**src/rtl/mult_controller_pkg.sv**
```systemverilog
// Shared types for the shift-add multiplier sequencer: state encoding and
// the Moore output decode used by mult_controller.
// Ports: none (package only).
package mult_controller_pkg;

  typedef enum logic [2:0] {
    S_IDLE  = 3'd0,
    S_LOAD  = 3'd1,
    S_TEST  = 3'd2,
    S_ADD   = 3'd3,
    S_SHIFT = 3'd4,
    S_DONE  = 3'd5
  } state_e;

  // Control word driven to the datapath. Bit order is fixed so the whole
  // word can be compared or logged as one 6-bit value.
  typedef struct packed {
    logic busy;
    logic done;
    logic load_en;
    logic clear_hi;
    logic add_en;
    logic shift_en;
  } ctrl_t;

  localparam ctrl_t CTRL_IDLE  = 6'b000000;
  localparam ctrl_t CTRL_LOAD  = 6'b101100;
  localparam ctrl_t CTRL_TEST  = 6'b100000;
  localparam ctrl_t CTRL_ADD   = 6'b100010;
  localparam ctrl_t CTRL_SHIFT = 6'b100001;
  localparam ctrl_t CTRL_DONE  = 6'b110000;

  // Moore decode: each state maps to exactly one control word, which keeps
  // load/add/shift mutually exclusive by construction.
  function automatic ctrl_t decode_ctrl(input state_e s);
    ctrl_t c;
    case (s)
      S_LOAD:  c = CTRL_LOAD;
      S_TEST:  c = CTRL_TEST;
      S_ADD:   c = CTRL_ADD;
      S_SHIFT: c = CTRL_SHIFT;
      S_DONE:  c = CTRL_DONE;
      default: c = CTRL_IDLE;
    endcase
    return c;
  endfunction

endpackage

```
**src/rtl/mult_iter_counter.sv**
```systemverilog
// Iteration counter for the shift-add multiplier: synchronous clear,
// increment enable, asynchronous active-high Reset. Output is registered.
// Latency: count updates one Clk after clr/inc; last is combinational from count.
// Ports: Clk, Reset, clr, inc in; count[CNT_W], last (count == WIDTH-1) out.
module mult_iter_counter #(
  parameter int unsigned WIDTH = 32,
  parameter int unsigned CNT_W = 6
) (
  input  logic             Clk,
  input  logic             Reset,
  input  logic             clr,
  input  logic             inc,
  output logic [CNT_W-1:0] count,
  output logic             last
);

  logic [CNT_W-1:0] count_q;
  logic [CNT_W-1:0] count_d;

  always_comb begin
    count_d = count_q;
    if (clr) begin
      count_d = '0;
    end else if (inc) begin
      count_d = count_q + CNT_W'(1);
    end
  end

  always_ff @(posedge Clk or posedge Reset) begin
    if (Reset) begin
      count_q <= '0;
    end else begin
      count_q <= count_d;
    end
  end

  assign count = count_q;
  assign last  = (count_q == CNT_W'(WIDTH - 1));

endmodule

```
**src/rtl/mult_controller.sv**
```systemverilog
// Sequencer for the shift-add multiplier: LOAD, then WIDTH x (TEST, [ADD], SHIFT), then a one-cycle DONE.
// Latency: Done is high in the cycle after edge 1+2*WIDTH+popcount(multiplier), edge 0 = Start accepted.
// Backpressure: none; Start is only sampled in IDLE and ignored while Busy.
// Ports: Clk, Reset (async, active-high), Start, ProdLsb in;
//        Busy, Done, LoadEn, ClearHi, AddEn, ShiftEn, Count[CNT_W] out (all registered).
module mult_controller
  import mult_controller_pkg::*;
#(
  parameter int unsigned WIDTH = 32,
  parameter int unsigned CNT_W = 6
) (
  input  logic             Clk,
  input  logic             Reset,
  input  logic             Start,
  input  logic             ProdLsb,
  output logic             Busy,
  output logic             Done,
  output logic             LoadEn,
  output logic             ClearHi,
  output logic             AddEn,
  output logic             ShiftEn,
  output logic [CNT_W-1:0] Count
);

  state_e state_q;
  state_e state_d;
  ctrl_t  ctrl_q;
  ctrl_t  ctrl_d;
  logic   cnt_clr;
  logic   cnt_inc;
  logic   cnt_last;

  // Counter is cleared while LOAD is on the bus so TEST of iteration 0 sees 0.
  // On the final SHIFT the count is held at WIDTH-1 instead of wrapping.
  assign cnt_clr = (state_q == S_LOAD);
  assign cnt_inc = (state_q == S_SHIFT) && !cnt_last;

  mult_iter_counter #(
    .WIDTH (WIDTH),
    .CNT_W (CNT_W)
  ) u_iter_counter (
    .Clk   (Clk),
    .Reset (Reset),
    .clr   (cnt_clr),
    .inc   (cnt_inc),
    .count (Count),
    .last  (cnt_last)
  );

  always_comb begin
    state_d = state_q;
    case (state_q)
      S_IDLE:  if (Start) state_d = S_LOAD;
      S_LOAD:  state_d = S_TEST;
      // ProdLsb is only looked at here; TEST always follows LOAD or SHIFT,
      // giving the datapath a full cycle to settle the new LSB.
      S_TEST:  state_d = ProdLsb ? S_ADD : S_SHIFT;
      S_ADD:   state_d = S_SHIFT;
      S_SHIFT: state_d = cnt_last ? S_DONE : S_TEST;
      S_DONE:  state_d = S_IDLE;
      default: state_d = S_IDLE;
    endcase
    // Outputs are decoded from the next state and registered, so each enable
    // is a clean flop output for the whole cycle of its state.
    ctrl_d = decode_ctrl(state_d);
  end

  always_ff @(posedge Clk or posedge Reset) begin
    if (Reset) begin
      state_q <= S_IDLE;
      ctrl_q  <= CTRL_IDLE;
    end else begin
      state_q <= state_d;
      ctrl_q  <= ctrl_d;
    end
  end

  assign Busy    = ctrl_q.busy;
  assign Done    = ctrl_q.done;
  assign LoadEn  = ctrl_q.load_en;
  assign ClearHi = ctrl_q.clear_hi;
  assign AddEn   = ctrl_q.add_en;
  assign ShiftEn = ctrl_q.shift_en;

endmodule

```
**config.mk**
```make
export PLATFORM = sky130hd
export DESIGN_NAME = mult_controller
export DESIGN_NICKNAME = d
export VERILOG_FILES = /design/src/rtl/mult_controller_pkg.sv /design/src/rtl/mult_iter_counter.sv /design/src/rtl/mult_controller.sv
export SDC_FILE = /design/constraint.sdc
export NUM_CORES = 1
export LEC_CHECK = 0
export CAP_MARGIN = 20
export CORE_AREA = 2 2 47 49
export CTS_CLUSTER_DIAMETER = 40
export DETAILED_ROUTE_END_ITERATION = 8
export DIE_AREA = 0 0 49 51
export SLEW_MARGIN = 20
export SYNTH_ARGS = -nofsm -noshare
export SYNTH_HDL_FRONTEND = slang
export SYNTH_SLANG_ARGS = --single-unit
```
**constraint.sdc**
```tcl
create_clock -name Clk -period 2.4 [get_ports Clk]
set_clock_uncertainty 0.1 [all_clocks]
set_input_delay 0.48 -clock Clk [delete_from_list [all_inputs] [get_ports Clk]]
set_output_delay 0.48 -clock Clk [all_outputs]
set_load 0.01 [all_outputs]
```
**Word level (Yosys, flattened, before mapping)**

Cells that the tools add are included.

- Equal/unequal tests: 10
- Add/subtract/negate cells: 1
- Muxes and demuxes: 7
- Reductions and logical operators: 4

Operators by type and width:

| kind | number |
|---|---|
| $pmux 6 s5 | 1 |
| $pmux 3 s5 | 1 |
| $eq 3x2->1 const B | 4 |
| $mux 6 | 2 |
| $eq 3x3->1 const B | 3 |
| $mux 3 | 3 |
| $add 6x1->6 const B | 1 |
| $eq 3x1->1 const B | 2 |
| $eq 6x5->1 const B | 1 |
| $logic_not 3->1 | 1 |
| $reduce_bool 2->1 | 1 |
| $logic_and 1x1->1 | 1 |
| $logic_not 1->1 | 1 |

- Bits of input ports: 4
- Output and inout bits: 12
- Word-level logic and storage cells: 30
- Flip-flop bits (word level): 15

**Longest topological paths before layout**

- Depth after elaboration: 5
- Depth in mapped cells: 4
- Mapped depth without buffers: 4

**By module**

From an unflattened synthesis, not the netlist that was laid out.

- Cell total of the unflattened synthesis: 54
- Area, all modules: 614.3 um2

Modules (own cells, without submodules):

| module | seq. area each (um2) | cells an instance | area an instance (um2) | instances |
|---|---|---|---|---|
| mult_controller | 200.2 | 27 | 332.8 | 1 |
| mult_iter_counter | 150.1 | 27 | 281.5 | 1 |

**Least setup slack after synthesis**

Ideal clock, no wire load.

- Path kind: reg2reg
- Start point: register u_iter_counter.count_q[0] (netlist: u_iter_counter.count[0])
- End point: register u_iter_counter.count_q[0] (netlist: u_iter_counter.count[0])
- Clock period less this slack: 1613 ps
- Setup time: 145 ps
- Required time: 2155 ps
- Stages on the path, launching flop included: 5
- Path slack: 787 ps
- Buffers on the path: 0
- Arrival time: 1368 ps
- Cell sequence: dfrtp_1 ha_1 and3_1 a311oi_1 o221ai_1

- Word-level cells in the longest chain between the ends: 4
- Elaborated cells between the ends (all ways): 7
- Classes of those cells: 1 x add/sub; 1 x eq/ne; 2 x mux; 3 x reduce/logical

Ends and longest elaborated chain:

| element | RTL line | source |
|---|---|---|
| from (decl) | mult_iter_counter.sv:17 | `logic [CNT_W-1:0] count_q;` |
| from (signal assigned) | mult_iter_counter.sv:33 | `count_q <= count_d;` |
| branches (longest 4 deep; another with $add 6x1->6) | - |  |

Several ways; the timed one is not identified. The select of a mux whose other input is x is not followed.
A chain may end at the register's enable or synchronous reset.

**Worst setup path in the final report**

- Start point: register u_iter_counter.count_q[4] (netlist: u_iter_counter.count[4])
- End point: output Count[4]

RTL lines:

| element | RTL line | source |
|---|---|---|
| to (decl) | mult_controller.sv:22 | `output logic [CNT_W-1:0] Count` |

No word-level cell between the ends.

==> run summary <==
Vias per cell - 5.60
Switch share - 38.3%
Mapped Area - 754 µm²
Min setup slack post-route - 0.480 ns
FF-to-FF Start - u_iter_counter.count[0]$_DFFE_PP0P_
VDD IR-drop max - 0.000550 V
Largest net degree at the start of global routing - 18
Worst Tran Pin Value - 0.553 ns
Post-Synth Simple-Gate Area - 25.9%
Hold_buf cts - 0
CP endpoint kind - primary output
Worst path max stage delay - 0.59 ns
WL final - 1.66 mm
Initial antenna violation count - 0
Power share of the sequential group - 44.6%
Adder-Cell Fraction of Synth Area - 1.66%
Core Box Area - 2060 µm²
First-iteration detailed-routing DRC count - 26
Htree depth - 1
Synth Area in Compound Gates - 18.1%
Die Wd - 49 µm
Total track usage - 14.9%
Crit path arrival time - 1.34 ns
Sink Count - 14
Final core utilization - 45.9%
GRT overflow - 0
Ratio of cells with drive above 1 in the final layout - 7.78%
Cell count after synthesis - 75
Post-synth EDFFs - 0
Design Area, Final - 947 µm²
Setup TNS - 0 ns
TritonCTS clock tree - done
Number of synthesized register bits - 14
Flop2flop setup slack - 0.62 ns
Final Total Pwr - 0.931 mW
Sw Pwr - 0.357 mW
Clock root buffer master - clkbuf_4
CP startpoint kind - register
Non-Filler Instances - 118
Core Rows - 17
WL/cell - 14.1 µm
Final Hold Vio Count - 0
Top FF cell, synth - dfrtp_1
Worst Hold Slack - 0.440 ns
Post-Place Cells - 114
PostCTS Resize Cnt - 0
IO buf count - 15
LEAKAGE - 0.379 nW
R2r endpoint - u_iter_counter.count[0]$_DFFE_PP0P_
Most common cell after layout, fill and taps aside - clkdlybuf4s50_1
Critical path depth in cells - 1
Largest family of logic cells by synthesized area - simple AND/OR/NAND/NOR gates
Die area - 2500 µm²
Die Ht - 51 µm
Final ANT Viol Nets - 0
Reg2Reg Depth - 4
Worst path cell trace - clkdlybuf4s50_1
WP buf/inv - 1
Multi-input logic area - 364 µm²
Crit path kind - reg2out
Synth-to-Final Area Change - 25.5%
XOR/XNOR Fraction of Synth Area - 0%
First-pass GRT wire length - 2.82 mm
I/O pin cnt - 16
Antenna cells - 0
Initial DRT Pass Iterations - 4
Slowest CP cell - clkdlybuf4s50_1
Maximum Capacitance Violations - 0
Slew Limit Fails - 0
Register area - 350 µm²
Avg Inst Size Synth - 10.1 µm²
Clk pwr share - 18.5%
Asr flop ratio synth - 100%
Top Family by Delay on Critical Path - buffers and inverters
PD cells - 983 nW/µm²
Initial Util - 36.6%
Gpl congestion - 0.833
Inserted Clock Buffers - 3
CP Max Fanout - 8
Slew HR - 63.1%
DRC viols - 0
Worst Path Required - 1.82 ns
Vias in the first global route - 635
CTS clk-pin slew, worst paths - 0.09 ns
Most frequent cells in the layout - clkdlybuf4s50_1 (15), dfrtp_1 (14), nand2_1 (5), a21oi_1 (5), nor2_1 (5)
DP HPWL - 1.14 mm
Yosys Warn Count - 0
Endpoints failing setup - 0
Crit path time final - 1.92 ns
Nets - 96
Part of the cycle the worst path needs - 80.0%
Logic pwr share - 36.9%
Post-synthesis sequential area ratio - 46.4%
Setup Fix Bufs, Post-CTS - 0
Pint - 0.574 mW
HP Class - in2async
Status - finished, final reports clean
DR vias - 661
DP Worst Slack - 0.666 ns
Worst skew pair latency - 0.28 ns
RSZ-0062 raised after global routing - no
Post-synthesis mux area share - 2.65%
Synth cell types - 33
Syn Nets - 80
Fmax - 521 MHz
Clk buf depth - 2
Placed Area - 911 µm²
Fill count - 205
[power groups by stage]
stage / Combinational, mW / Clock, mW / Sequential, mW
6_report: 0.343 / 0.172 / 0.415
2_1_floorplan: 0.272 / 0 / 0.369
3_5_place_dp: 0.343 / 0 / 0.420
4_1_cts: 0.346 / 0.177 / 0.413
3_3_place_gp: 0.345 / 0 / 0.416
5_1_grt: 0.375 / 0.185 / 0.430
[layer usage]
metal / wire [µm] / GRT usage (%) / vias up
li1: - / - / 314
met1: 764 / 20.3 / 304
met2: 757 / 21.7 / 41
met3: 123 / 2.92 / 2
met4: 14 / 9.52 / 0
met5: 0 / 0 / -
[Yosys cell counts (2+ instances only)]
cell type / count / area, µm²
dfrtp_1: 14 / 350
a21oi_1: 5 / 25.0
nand2_1: 5 / 18.8
nor2_1: 5 / 18.8
nand2b_1: 4 / 25.0
a311oi_1: 3 / 26.3
inv_1: 3 / 11.3
a21boi_0: 2 / 15.0
and3_1: 2 / 12.5
buf_2: 2 / 10.0
mux2i_1: 2 / 20.0
nand3_1: 2 / 10.0
nor2b_1: 2 / 12.5
nor3_1: 2 / 10.0
nor4b_1: 2 / 17.5
o221ai_1: 2 / 17.5
o32ai_1: 2 / 17.5
[layout make-up]
type,count,share of cell area (%)
Inverter,3,1.19
Clock buffer,4,3.83
Timing Repair Buffer,15,15.9
Sequential cell,14,37.0
Tap cell,28,3.70
Multi-Input combinational cell,54,38.4
[worst max-delay path by stage]
| stage | start | to |
|---|---|---|
| after floorplan | u_iter_counter.count[0]$_DFFE_PP0P_ | u_iter_counter.count[0]$_DFFE_PP0P_ |
| after global placement | u_iter_counter.count[0]$_DFFE_PP0P_ | u_iter_counter.count[0]$_DFFE_PP0P_ |
| after detailed placement | u_iter_counter.count[0]$_DFFE_PP0P_ | u_iter_counter.count[0]$_DFFE_PP0P_ |
| after CTS | u_iter_counter.count[4]$_DFFE_PP0P_ | Count[4] |
| after global routing | u_iter_counter.count[5]$_DFFE_PP0P_ | Count[5] |
| final | u_iter_counter.count[4]$_DFFE_PP0P_ | Count[4] |
[registers in the layout, summed over array words and instances, names as in the netlist]
register              count
u_iter_counter.count      6
state_q                   3
AddEn                     1
Busy                      1
ClearHi                   1
Done                      1
ShiftEn                   1
[kinds of logic (layout without fill, tap and decap cells)]
| group | after synthesis | in the layout |
|---|---|---|
| DFF | 14 | 14 |
| buffers and inverters | 7 | 22 |
| AOI/OAI and AO/OA | 18 | 18 |
| adders and majority gates | 1 | 1 |
| and+or+nand+nor | 33 | 33 |
| muxes | 2 | 2 |
(Power assumes the default switching activity.)
